**src/rtl/adder_pkg.sv**
```systemverilog
// Shared widths, carry-segment bounds and word type for the hybrid 8-bit adder.
// Latency: none (declarations only).
// Backpressure: not applicable.
package adder_pkg;

    localparam int ADDER_W = 8;

    // Carry-chain segment bounds, LSB first: ripple [1:0], lookahead [4:2], ripple [7:5]
    localparam int RC0_LSB = 0;
    localparam int CLA_LSB = 2;
    localparam int RC2_LSB = 5;

    localparam int RC0_W = CLA_LSB - RC0_LSB;
    localparam int CLA_W = RC2_LSB - CLA_LSB;
    localparam int RC2_W = ADDER_W - RC2_LSB;

    typedef logic [ADDER_W-1:0] word_t;

endpackage

```
**src/rtl/adder_main_cla3_block.sv**
```systemverilog
// 3-bit carry-lookahead segment: every carry is a flat sum of products of cin.
// Latency: purely combinational.
// Backpressure: not applicable.
module cla3_block (
    input  logic [2:0] p,
    input  logic [2:0] g,
    input  logic       cin,
    output logic [3:1] c,
    output logic [2:0] s
);

    // Each carry is computed directly from cin, not rippled from the previous bit
    assign c[1] = g[0] | (p[0] & cin);
    assign c[2] = g[1] | (p[1] & g[0]) | (p[1] & p[0] & cin);
    assign c[3] = g[2] | (p[2] & g[1]) | (p[2] & p[1] & g[0])
                | (p[2] & p[1] & p[0] & cin);

    assign s[0] = p[0] ^ cin;
    assign s[1] = p[1] ^ c[1];
    assign s[2] = p[2] ^ c[2];

endmodule

```
**src/rtl/adder_main.sv**
```systemverilog
// Registered 8-bit hybrid adder {c8,s} = x + y + c0 (ripple 2 / lookahead 3 / ripple 3); ADDER_OVF_EN adds ovf.
// Latency: 1 cycle from an in_valid edge to s/c8/out_valid.
// Backpressure: none; every in_valid cycle is accepted, results hold while in_valid is low.
module adder_main
    import adder_pkg::*;
(
    input  logic       clk,
    input  logic       rst_n,
    input  logic       in_valid,
    input  logic [7:0] x,
    input  logic [7:0] y,
    input  logic       c0,
    output logic [7:0] s,
    output logic       c8,
    output logic       out_valid
`ifdef ADDER_OVF_EN
    ,
    output logic       ovf
`endif
);

    word_t              p;
    word_t              g;
    word_t              core_sum;

    logic [RC0_W:0]     rc0_c;      // rc0_c[0] = c0, rc0_c[2] = c2
    logic [RC0_W-1:0]   rc0_sum;
    logic [CLA_W:1]     cla_c;      // c3..c5
    logic [CLA_W-1:0]   cla_sum;
    logic [RC2_W:0]     rc2_c;      // rc2_c[0] = c5, rc2_c[2] = c7, rc2_c[3] = c8
    logic [RC2_W-1:0]   rc2_sum;

    assign p = x ^ y;
    assign g = x & y;

    // Low ripple segment: full adders on bits 1:0 starting from c0
    always_comb begin
        rc0_c    = '0;
        rc0_sum  = '0;
        rc0_c[0] = c0;
        for (int i = 0; i < RC0_W; i++) begin
            rc0_sum[i]  = p[RC0_LSB+i] ^ rc0_c[i];
            rc0_c[i+1]  = g[RC0_LSB+i] | (p[RC0_LSB+i] & rc0_c[i]);
        end
    end

    cla3_block u_cla (
        .p   (p[CLA_LSB +: CLA_W]),
        .g   (g[CLA_LSB +: CLA_W]),
        .cin (rc0_c[RC0_W]),
        .c   (cla_c),
        .s   (cla_sum)
    );

    // High ripple segment: full adders on bits 7:5 starting from the lookahead carry c5
    always_comb begin
        rc2_c    = '0;
        rc2_sum  = '0;
        rc2_c[0] = cla_c[CLA_W];
        for (int i = 0; i < RC2_W; i++) begin
            rc2_sum[i]  = p[RC2_LSB+i] ^ rc2_c[i];
            rc2_c[i+1]  = g[RC2_LSB+i] | (p[RC2_LSB+i] & rc2_c[i]);
        end
    end

    assign core_sum = {rc2_sum, cla_sum, rc0_sum};

    // Result register: load on in_valid, otherwise hold; out_valid marks a fresh load
    always_ff @(posedge clk or negedge rst_n) begin
        if (!rst_n) begin
            s         <= '0;
            c8        <= 1'b0;
            out_valid <= 1'b0;
        end else begin
            out_valid <= in_valid;
            if (in_valid) begin
                s  <= core_sum;
                c8 <= rc2_c[RC2_W];
            end
        end
    end

`ifdef ADDER_OVF_EN
    // Signed overflow: carry into the sign bit differs from carry out of it
    always_ff @(posedge clk or negedge rst_n) begin
        if (!rst_n) begin
            ovf <= 1'b0;
        end else if (in_valid) begin
            ovf <= rc2_c[RC2_W-1] ^ rc2_c[RC2_W];
        end
    end
`endif

endmodule

```
**config.mk**
```make
export PLATFORM = sky130hd
export DESIGN_NAME = adder_main
export DESIGN_NICKNAME = d
export VERILOG_FILES = /design/src/rtl/adder_pkg.sv /design/src/rtl/adder_main_cla3_block.sv /design/src/rtl/adder_main.sv
export SDC_FILE = /design/constraint.sdc
export NUM_CORES = 1
export LEC_CHECK = 0
export BUFFER_PORTS_ARGS = -buffer_cell sky130_fd_sc_hd__buf_4
export CAP_MARGIN = 20
export CORE_AREA = 2 2 41 43
export CTS_CLUSTER_DIAMETER = 30
export DETAILED_ROUTE_END_ITERATION = 7
export DIE_AREA = 0 0 43 45
export PLACE_DENSITY = 0.73
export SETUP_SLACK_MARGIN = 0.4
export SLEW_MARGIN = 30
export SYNTH_ARGS = -nofsm -noshare
export SYNTH_HDL_FRONTEND = slang
export SYNTH_SLANG_ARGS = --single-unit
```
**constraint.sdc**
```tcl
create_clock -name clk -period 1 [get_ports clk]
set_input_delay 0.15 -clock clk [delete_from_list [all_inputs] [get_ports clk]]
set_output_delay 0.15 -clock clk [all_outputs]
set_load 0.02 [all_outputs]
```
## After elaboration in Yosys (flattened, before gate mapping)

Cells that the tools add are included.

- Register bits: 10
- Logic and storage cells: 38

- Bitwise operators: 35

Operators by type and width:

| operator | count |
|---|---|
| bitwise AND 1 bit | 14 |
| OR 1 bit | 11 |
| bitwise AND 8 bit | 1 |
| bitwise XOR 1 bit | 8 |
| bitwise XOR 8 bit | 1 |

## Depth between registers and ports, before layout

- Depth after elaboration: 13
- Depth in mapped cells: 11
- Mapped depth without buffers: 11

## Modules after synthesis

From an unflattened synthesis, not the netlist that was laid out.

- Cell total of the unflattened synthesis: 54
- Area total of the unflattened synthesis: 640.6 sq um

By module, submodules not included:

| module | times used | cells each | area an instance (sq um) |
|---|---|---|---|
| adder_main | 1 | 46 | 576.8 |
| cla3_block | 1 | 8 | 63.8 |

## Worst setup path before layout

Ideal clock, no wire load.

- Kind: input port to flip-flop
- From: input port y[0]
- To: register s[7]
- Library setup time: 0.079 ns
- Required time: 0.921 ns
- Cell stages on the path: 11
- Slack: -1.533 ns
- Arrival time: 2.454 ns
- Buffers on the path: 0
- Cells stage by stage: inv_1 -> fa_1 -> inv_1 -> fa_1 -> a21oi_1 -> o21ai_0 -> fa_1 -> fa_1 -> inv_1 -> fa_1 -> mux2i_1

- Word-level cells in the longest chain between the ends: 12

Ends and longest elaborated chain:

| what | RTL line | RTL |
|---|---|---|
| from (decl) | adder_main.sv:11 | `input logic [7:0] y,` |
| bitwise XOR 8 bit | adder_main.sv:33 | `assign p = x ^ y;` |
| bitwise AND 1 bit | adder_main.sv:43 | `rc0_c[i+1] = g[RC0_LSB+i] \| (p[RC0_LSB+i] & rc0_c[i]);` |
| OR 1 bit * | adder_main.sv:43 |  |
| bitwise AND 1 bit * | adder_main.sv:43 |  |
| OR 1 bit * | adder_main.sv:43 |  |
| bitwise AND 1 bit * | adder_main_cla3_block.sv:16 | `\| (p[2] & p[1] & p[0] & cin);` |
| OR 1 bit * | adder_main_cla3_block.sv:16 |  |
| bitwise AND 1 bit * | adder_main.sv:62 | `rc2_c[i+1] = g[RC2_LSB+i] \| (p[RC2_LSB+i] & rc2_c[i]);` |
| OR 1 bit * | adder_main.sv:62 |  |
| bitwise AND 1 bit * | adder_main.sv:62 |  |
| OR 1 bit * | adder_main.sv:62 |  |
| bitwise XOR 1 bit * | adder_main.sv:61 | `rc2_sum[i] = p[RC2_LSB+i] ^ rc2_c[i];` |
| to (signal assigned) | adder_main.sv:77 | `s <= core_sum;` |
| to (decl) | adder_main.sv:13 | `output logic [7:0] s,` |

Every way passes the cells marked *; elsewhere a longest branch is shown, timed or not.
A chain may end at the register's enable or synchronous reset.

## Worst setup path in the final report

Ends and elaborated chain as after synthesis.

==> metrics <==
Clk Latency, worst-skew pair=~0.26 ns; DR vias=543; Via density=4.641; CTS Sinks=10; Syn Nets=80; Sw Pwr=515.8 uW; total power=1.692 mW; Post-DRT Antenna Nets=0; peak supply drop=0.8158 mV; clk_skew=0 ns; Total Routed Length=1.388 mm; pwr dens=roughly 1500 mW/mm^2; post-DP HPWL=1.039 mm; TritonCTS clock tree=done; Worst R2R Start=s[4]; final max-slew violation count=0; largest net degree at the start of global routing=11; max cap viols=0; most common cell after layout, fill and taps aside=buf_4; crit end category=flop; failing checks=setup timing; DRC Markers=0; Critical Path Most Common Cell=fa_2; Pre-Repair DR Iteration Count=1; RR Endpoint=s[4]; I/O Buffers=29; hold endpoint=c8; first-pass GRT wire length=2.359 mm; Fmax=about 0.46 GHz; clock root buffer master=clkbuf_4; Worst Hold Launch=in_valid; die width=43 um; gr usage total=17.24%; gr ovfl total=0; Cell Area, Synth=615.6 um^2; Final Cycle Share=219.4%; final worst slack=-1.194 ns; CP peak stage delay=0.39 ns; ant diodes=0; cell row count=14; Buf/Inv on CP=4; Worst path slowest cell=fa_1; die area=0.001935 mm^2; Leak=0.5810 nW; core area=0.001471 mm^2; sequential fraction of the synthesis area=about two fifths; Mapped Cells=51; WP data required=1.19 ns; clock group share of total power=around 22%; FF-to-FF path depth=3; WHS Path Cells=2; fillers=87; Area Overhead vs Synth=85.77%; Comb pwr share=45.9%; Setup CP Type=in -> reg; CTS Buf Count=3; initial antenna violation count=0; Reg power frac=32.3%; setup violators final=8; critical path's top delay family=adder cells; unrepaired setup endpoints after global routing=yes; synth unique cells=18; share of cells above drive strength 1=66.34%; crit path launch type=primary input; switching share of power=roughly 30%; crit-path max FO=2; worst hold slack=0.1292 ns; worst min path class=in -> reg; Hold Vio Cnt, Final=0; Avg Cell Area, Syn=12.07 um^2; Final nets=131; Clock Path Buffers=2; Tmin final=roughly 2.2 ns; internal cell power=1.176 mW; H-tree depth=1; Yosys reg bits=10; max_slew headroom=84.91%; register-to-register setup slack=roughly 0.010 ns; warnings from Yosys=0; Top-Level Pins=30; vertical die dimension=approximately 45 um; CP cell instances=buf_8 > inv_12 > fa_2 > inv_2 > fa_2 > a21oi_4 > o21ai_2 > fa_2 > fa_2 > inv_2 > fa_1 > mux2i_1; status=complete, but fails checks; Finished Core Util=77.72%; GPL Wtd Cong=0.6797; Worst Tran Pin Value=0.2248 ns; Worst-path clk slew=0.07 ns; number of DRC markers in iteration 0=0; critical path arrival=2.39 ns; most frequent cells in the layout=buf_4, buf_6, dfrtp_1; vias in the first global route=about 570; Initial Util=between 40% and 50%; wire per inst=11.86 um
[area by class of cell]
cell class / instances / area (um^2) / share of cell area [%]
multi-input combinational: 30 / 366.6 / 32.06
sequential: 10 / 250.2 / 21.88
clock buffer: 4 / 36.28 / 3.173
tap: 16 / 20.02 / 1.751
timing repair buffer: 47 / 415.4 / 36.32
inverter: 10 / 55.05 / 4.814
[timing repair]
action	CTS	global route
endpoints found under the setup margin	19	19
setup buffers	4	4
gates resized for setup	16	4
pin swaps	3	1
cloned	0	0
hold buffers	1	0
hold endpoints to repair	10	0
[flip-flops by register name, summed over array words and instances, names as in the netlist]
name,cells
c8,1
out_valid,1
s,8
[power by group through the flow]
stage,combinational (mW),clock (mW),sequential [mW]
floorplan,0.207,0,0.639
global placement,0.584,0,0.538
detailed placement,0.594,0,0.542
CTS,0.713,0.378,0.547
global route,0.836,0.400,0.555
finish,0.777,0.368,0.547
[through the flow]
stage | std cells | setup TNS, ns | setup WS [ns] | area (um^2)
final | 117 | -5.382 | -1.194 | 1144
after global routing | 117 | -5.682 | -1.287 | 1144
after CTS | 113 | -5.248 | -1.211 | 1091
after detailed placement | 104 | -7.853 | -1.531 | 955.9
after global placement | 104 | -7.707 | -1.503 | 955.9
after floorplan | 51 | -5.764 | -1.295 | 658.1
[how the worst max path moves through the flow]
stage / start / endpoint / depth (start not counted)
after floorplan: y[0] / s[7] / 11
after global placement: y[0] / s[7] / 12
after detailed placement: y[0] / s[7] / 12
after CTS: y[0] / s[7] / 12
after global routing: y[0] / s[7] / 12
final: y[0] / s[7] / 12
[Yosys cell counts, drive strengths merged]
cell     n  area share (%)
nand4b   1             1.4
and3b    1             1.4
nand2    1            0.61
fa       6              20
dfrtp   10              41
o211ai   1             1.2
mux2     4             7.3
ha       3             6.1
nor2     2             1.2
nand3b   1             1.2
nor2b    1             1.0
o21ai    1            0.81
mux2i    3             4.9
a311oi   1             1.4
buf      1             1.2
inv     10             6.1
a21oi    3             2.4
xnor2    1             1.4
[layer usage]
metal  GRT usage (%)  routed length [um]  vias to the layer above
met5               0                   0                        -
met4           10.91                  16                        0
met3           1.600                  63                        2
met2           31.21                 760                       17
met1           19.69                 548                      258
li1                -                   -                      266
[cells by family (layout without fill, tap and decap cells)]
kind of cell	after synthesis	after routing	synth area share [%]
compound gates	6	6	5.894
xor+xnor	1	1	1.423
fa+ha+maj	9	9	25.61
buf+inv	11	61	7.318
flops	10	10	40.65
mux	7	7	12.19
simple gates	7	7	6.912
Note: power is estimated with default switching activity, not from simulation.
